<file path="src/rtl/t07_fpu_issue_ctrl.sv">
// Issue/sequencing stage around t07_FPU: latch, wait out FDIV, hand off to WB.
// Optional WB->EXEC overlap: define T07_FPU_ISSUE_OVERLAP_EN.
module t07_fpu_issue_ctrl #(
  parameter int         DIV_TIMEOUT = 64,
  parameter logic [4:0] IDLE_OP     = 5'd8
) (
  input  logic        clk,
  input  logic        rst,
  input  logic        issue_valid,
  output logic        issue_ready,
  input  logic [4:0]  issue_op,
  input  logic [31:0] issue_a,
  input  logic [31:0] issue_b,
  input  logic [31:0] issue_c,
  input  logic [4:0]  issue_rd,
  input  logic        issue_int_dest,
  output logic [4:0]  fpu_op,
  output logic [31:0] fpu_a,
  output logic [31:0] fpu_b,
  output logic [31:0] fpu_c,
  input  logic [31:0] fpu_result,
  input  logic        fpu_busy,
  output logic        wb_valid,
  input  logic        wb_ready,
  output logic [31:0] wb_data,
  output logic [4:0]  wb_rd,
  output logic        wb_int_dest,
  output logic [4:0]  fflags,
  input  logic        fflags_clr
);

  localparam int CW = $clog2(DIV_TIMEOUT + 1);

  typedef enum logic [1:0] {
    IDLE,
    EXEC,
    WB
  } state_t;

  state_t      state;
  logic        live;
  logic [4:0]  op_q;
  logic [4:0]  rd_q;
  logic        intd_q;
  logic [31:0] a_q;
  logic [31:0] b_q;
  logic [31:0] c_q;
  logic [CW-1:0] cnt;

  logic        acc;
  logic        done;
  logic [31:0] res;
  logic [4:0]  nflags;
  logic        is_div;
  logic        bz;
  logic        tmo;
  logic        ill;

`ifdef T07_FPU_ISSUE_OVERLAP_EN
  assign issue_ready = live &
    ((state == IDLE) | ((state == WB) & wb_ready));
`else
  assign issue_ready = live & (state == IDLE);
`endif

  assign acc = issue_valid & issue_ready;

  assign fpu_op = (state == EXEC) ? op_q : IDLE_OP;
  assign fpu_a  = (state == EXEC) ? a_q  : '0;
  assign fpu_b  = (state == EXEC) ? b_q  : '0;
  assign fpu_c  = (state == EXEC) ? c_q  : '0;

  assign ill    = op_q > 5'd23;
  assign is_div = op_q == 5'd7;
  assign bz     = b_q == '0;
  assign tmo    = cnt == CW'(DIV_TIMEOUT - 1);

  // flags are {NV,DZ,OF,UF,NX}
  always_comb begin
    done   = 1'b1;
    res    = fpu_result;
    nflags = '0;
    unique case (1'b1)
      ill: begin
        res    = '0;
        nflags = 5'b10000;
      end
      is_div & bz: begin
        res    = a_q[31] ? 32'h8000_0000 : 32'h7fff_ffff;
        nflags = 5'b01000;
      end
      is_div & ~bz & fpu_busy & tmo: begin
        res    = '0;
        nflags = 5'b10000;
      end
      is_div & ~bz & fpu_busy & ~tmo: begin
        done = 1'b0;
      end
      op_q == 5'd21: begin
        nflags[2] = a_q[31:16] != {16{a_q[15]}};
      end
      op_q == 5'd22: begin
        nflags[2] = |a_q[31:16];
      end
      default: ;
    endcase
  end

  always_ff @(posedge clk or posedge rst) begin
    if (rst) begin
      state       <= IDLE;
      live        <= 1'b0;
      op_q        <= '0;
      rd_q        <= '0;
      intd_q      <= 1'b0;
      a_q         <= '0;
      b_q         <= '0;
      c_q         <= '0;
      cnt         <= '0;
      wb_valid    <= 1'b0;
      wb_data     <= '0;
      wb_rd       <= '0;
      wb_int_dest <= 1'b0;
      fflags      <= '0;
    end else begin
      live <= 1'b1;
      case (state)
        EXEC: begin
          cnt <= cnt + 1'b1;
          if (done) begin
            wb_data     <= res;
            wb_rd       <= rd_q;
            wb_int_dest <= intd_q;
            wb_valid    <= 1'b1;
            state       <= WB;
          end
        end
        WB: begin
          if (wb_ready) begin
            wb_valid <= 1'b0;
            state    <= IDLE;
          end
        end
        default: ;
      endcase
      // a new accept overrides the WB->IDLE return
      if (acc) begin
        op_q   <= issue_op;
        a_q    <= issue_a;
        b_q    <= issue_b;
        c_q    <= issue_c;
        rd_q   <= issue_rd;
        intd_q <= issue_int_dest;
        cnt    <= '0;
        state  <= EXEC;
      end
      if (state == EXEC && done)
        fflags <= (fflags_clr ? 5'b0 : fflags) | nflags;
      else if (fflags_clr)
        fflags <= '0;
    end
  end

endmodule

</file>
<file path="config.mk">
export PLATFORM = sky130hd
export DESIGN_NAME = t07_fpu_issue_ctrl
export DESIGN_NICKNAME = d
export VERILOG_FILES = /design/src/rtl/t07_fpu_issue_ctrl.sv
export SDC_FILE = /design/constraint.sdc
export NUM_CORES = 1
export LEC_CHECK = 0
export ABC_CLOCK_PERIOD_IN_PS = 7300
export BUFFER_PORTS_ARGS = -buffer_cell sky130_fd_sc_hd__buf_2
export CAP_MARGIN = 20
export CORE_MARGIN = 4
export CORE_UTILIZATION = 50
export CTS_CLUSTER_SIZE = 40
export DETAILED_ROUTE_END_ITERATION = 8
export GPL_ROUTABILITY_DRIVEN = 0
export PLACE_DENSITY = 0.81
export SYNTH_ARGS = -nofsm -noshare
export SYNTH_HDL_FRONTEND = slang
export SYNTH_SLANG_ARGS = --single-unit
</file>
<file path="constraint.sdc">
create_clock -name clk -period 7.3 [get_ports clk]
set_clock_uncertainty 0.15 [all_clocks]
set_input_delay 0.365 -clock clk [delete_from_list [all_inputs] [get_ports clk]]
set_output_delay 0.365 -clock clk [all_outputs]
set_load 0.005 [all_outputs]
</file>
==> flow_results.org <==
** GRT
- Busiest grt layer :: met2
- GR Util met1 :: 0.263
- Vias in the first global route :: 5,568
- Initial antenna violation count :: 1
- Global route overflow :: 0
- Largest net degree at the start of global routing :: 86
- In the global route stage, met3 resource usage came out at 0.0888.
- In the global route stage, overall resource usage came out at 0.222.
- Met2 demand-to-capacity share in global routing :: 0.367
- Global-route wire length before repair :: 28,700 µm

** Setup path
- Counting both buffers and inverters, the worst setup path holds a total of 2.
- The critical path goes through nor2b_4 > buf_4 > and2_1 > buf_2.
- The setup path with the least slack is of type register to output pin.
- Grouping stages by cell kind, the critical path spends the most delay in simple AND/OR/NAND/NOR gates.
- Startpoint kind of the worst setup timing path :: register
- The worst setup path is captured at an output pin.
- Longest individual stage delay on the worst path :: 0.83 ns
- Data arrival time of the critical path :: 2.52 ns
- Slowest CP cell :: nor2b_4
- CP Max Fanout :: 55
- Data required time of the worst path :: 6.78 ns

** Yosys
- Yosys mapped the design onto 47 distinct sky130hd cell types.
- After synthesis the netlist holds a flip-flop and latch count of 159.
- Yosys attributes the largest share of cell area to dfrtp_1 55%, mux2_2 18%, and2_1 8.5%, o22a_1 3.6%, a21oi_1 2.3%.
- In this run, synthesis inferred 0 flip-flops with an integrated enable.
- Synth Flop Type :: dfrtp_1
- Averaged over all synthesized cells, the footprint is 12.2 µm².
- Leading area contributor after synthesis :: dfrtp_1
- Synth async-reset ratio :: 1.00
- Instance count of the mapped netlist :: 596
- Area share of the largest cell type after synthesis :: 0.549
- Post-Syn Area :: 0.00725 mm²
- Yosys warning total :: 0
- Sequential area share after synthesis :: 0.549

** Cells and area
- The filler cells instantiated in the layout total 1,102.
- Fraction of final layout cells sized beyond drive strength 1 :: 0.506
- In the final layout, the multi-input gates occupy 0.00300 mm².
- Final #Nets :: 1,016
- Reg area :: 0.00398 mm²
- Syn-to-layout area delta :: 29.4%
- The library cell used most frequently in the layout, excluding fill and tap cells, is buf_2.
- Leading cell types in the layout, fill and taps excluded :: 288 x buf_2, 159 x dfrtp_1, 114 x mux2_2, 98 x and2_1, 43 x nand2_1

** STA
- Static timing analysis puts the maximum clock frequency at 330 MHz.
- At the pin with the least slew margin, the transition time is 1.05 ns.
- RSZ-0062 raised after global routing :: false
- Max_slew headroom :: 0.302
- Count of endpoints failing setup in the final report :: 0
- The clock period could shrink to 3.03 ns.
- In the finished design, the share of the clock period the worst path needs comes to 0.416.
- After routing, the total negative slack on setup checks comes to 0 ns.
- Total count of hold-check failures in the final report :: 0
- Max-slew violation count :: 0

** Pwr
- Summed over all cells, the static leakage comes to 4.65 nW.
- For this design the ratio of total power to cell area is 415 mW/mm².
- Total power :: 3.89 mW
- Worst vdd rail ir drop :: 0.233 mV

** Detailed routing
- Aggregate routed wire length :: 18,200 µm
- Using the TritonRoute via totals, the vias-per-cell ratio works out to 5.24.
- The first TritonRoute pass finished after 4 iterations.
- In this run the remaining antenna-violating nets after routing total 0.
- The first routing iteration left 331 violations.
- Vias after detailed routing :: 5,564
- In the routed design, unresolved DRC markers number 0.
- Mean routed wirelength per cell :: 17.2 µm

** Placement
- Port buffering added 288 buffers.
- Final HPWL DP :: 12,900 µm

** Clock tree
- The H-tree was split into 4 levels.
- TritonCTS built the clock tree.
- No sink is reached through more buffers than the 2 on the longest clock path.
- The root buffer cell chosen for the clock tree is clkbuf_16.
- Clock slew at reported path FFs :: 0.06 ns
- Number of sinks driven by the clock tree :: 159
- Total CTS buffers :: 17
- Buffer count from post-CTS setup fixing :: 0
- The clock reaches the later pin of the worst-skew pair after 0.42 ns.

** Hold path
- Hold WC Path Type :: input port to register

** Floorplanning
- Std-Cell Rows :: 43
- Starting density of the core :: 0.516
- The floorplan step defined a die boundary enclosing 0.0165 mm².
- Total I/O pin count :: 291
- X dimension of the die :: 128 µm
- Area of the core :: 0.0140 mm²
- The die is 128 µm tall.

** Run
- MaxCap Viol Count :: 0

** Status
- The flow ran to the end, and the final reports show no timing, DRC or antenna violations.
-- area by class of cell --
| type | count | share of cell area |
|---|---|---|
| Antenna cell | 1 | 0.000267 |
| Clock buffer | 25 | 0.0517 |
| Clock inverter | 5 | 0.0137 |
| Inverter | 5 | 0.00253 |
| Multi-Input combinational cell | 390 | 0.320 |
| Sequential cell | 159 | 0.424 |
| Tap cell | 180 | 0.0240 |
| Timing Repair Buffer | 297 | 0.163 |
-- repair_timing --
action	4_1_cts	5_1_grt
endpoints found under the hold margin	78	0
gates resized for setup	0	0
hold buffers	2	0
-- routing by layer --
metal	routed length, µm	up-vias
met2	9040	212
met5	0	-
li1	-	2625
met1	7090	2696
met3	1720	31
met4	401	0
-- kinds of logic after synthesis --
family / count (synthesis) / share of synthesized area
flip-flops: 159 / 0.549
AO/OA/AOI/OAI: 80 / 0.0794
other: 2 / 0.00104
buffers and inverters: 48 / 0.0390
adder cells (fa/ha/maj): 1 / 0.00173
AND/OR/NAND/NOR: 187 / 0.147
XOR/XNOR: 5 / 0.00604
multiplexers: 114 / 0.177
-- flip-flops by register name, indices dropped and copies added, names as in the netlist, 3 cells and up --
| register | flops |
|---|---|
| wb_rd | 5 |
| fflags | 3 |
| rd_q | 5 |
| a_q | 32 |
| cnt | 7 |
| wb_data | 32 |
| op_q | 5 |
| c_q | 32 |
| b_q | 32 |
-- Yosys cell counts, types with 2 or more instances --
| cell | instances |
|---|---|
| nand4_1 | 10 |
| dlygate4sd1_1 | 6 |
| and4_1 | 2 |
| conb_1 | 2 |
| buf_4 | 2 |
| a21oi_1 | 33 |
| nand2_1 | 43 |
| dfrtp_1 | 159 |
| clkbuf_1 | 22 |
| buf_6 | 8 |
| inv_1 | 5 |
| buf_2 | 4 |
| o22a_1 | 30 |
| and2_1 | 99 |
| mux2_2 | 114 |
| a22o_1 | 2 |
| nor3b_1 | 2 |
| nand2b_1 | 2 |
| o21ai_0 | 3 |
| nor2_1 | 7 |
| xor2_1 | 4 |
| nor4_1 | 12 |
-- worst paths after layout --
check                                startpoint  slack, ns  cells past startpoint                       to
max                        state[0]$_DFFE_PP0P_       4.27                      4                 fpu_b[1]
min                                 issue_a[12]       0.02                      2      a_q[12]$_DFFE_PP0P_
max reg2reg                 b_q[19]$_DFFE_PP0P_       4.34                      5  wb_data[31]$_DFFE_PP0P_
min reg2reg                  c_q[1]$_DFFE_PP0P_       0.35                      1       c_q[1]$_DFFE_PP0P_
max in group asynchronous                   rst       5.07                      4      c_q[27]$_DFFE_PP0P_
min in group asynchronous                   rst       0.50                      3      c_q[14]$_DFFE_PP0P_
-- where the power goes --
part	switching [mW]	internal [mW]	leakage [nW]	total (mW)
logic	0.597	0.766	2.47	1.36
registers	0.284	1.32	1.89	1.60
clock network	0.331	0.597	0.298	0.928
total	1.21	2.68	4.65	3.89
-- worst reg2reg max path: stages (launching register included) --
cell and delay (ns):
dfrtp_1 0.38, nor4_1 0.39, nand4_1 0.36, or2_4 0.38, a31oi_4 0.77, mux2_2 0.41
-- per-stage QoR --
step | setup slack (ns) | instances | hold slack (ns) | utilization | cell area, µm²
final | 4.27 | 1062 | 0.0206 | 0.668 | 9380
after global routing | 4.00 | 1062 | 0.00419 | 0.668 | 9380
after global placement | 4.37 | 1028 | 0.331 | 0.621 | 8720
after floorplan | 2.49 | 597 | 0.306 | - | 7250
after detailed placement | 4.32 | 1028 | 0.338 | 0.621 | 8720
after CTS | 4.23 | 1060 | 0.00568 | 0.666 | 9350
Note: power is estimated with default switching activity, not from simulation.
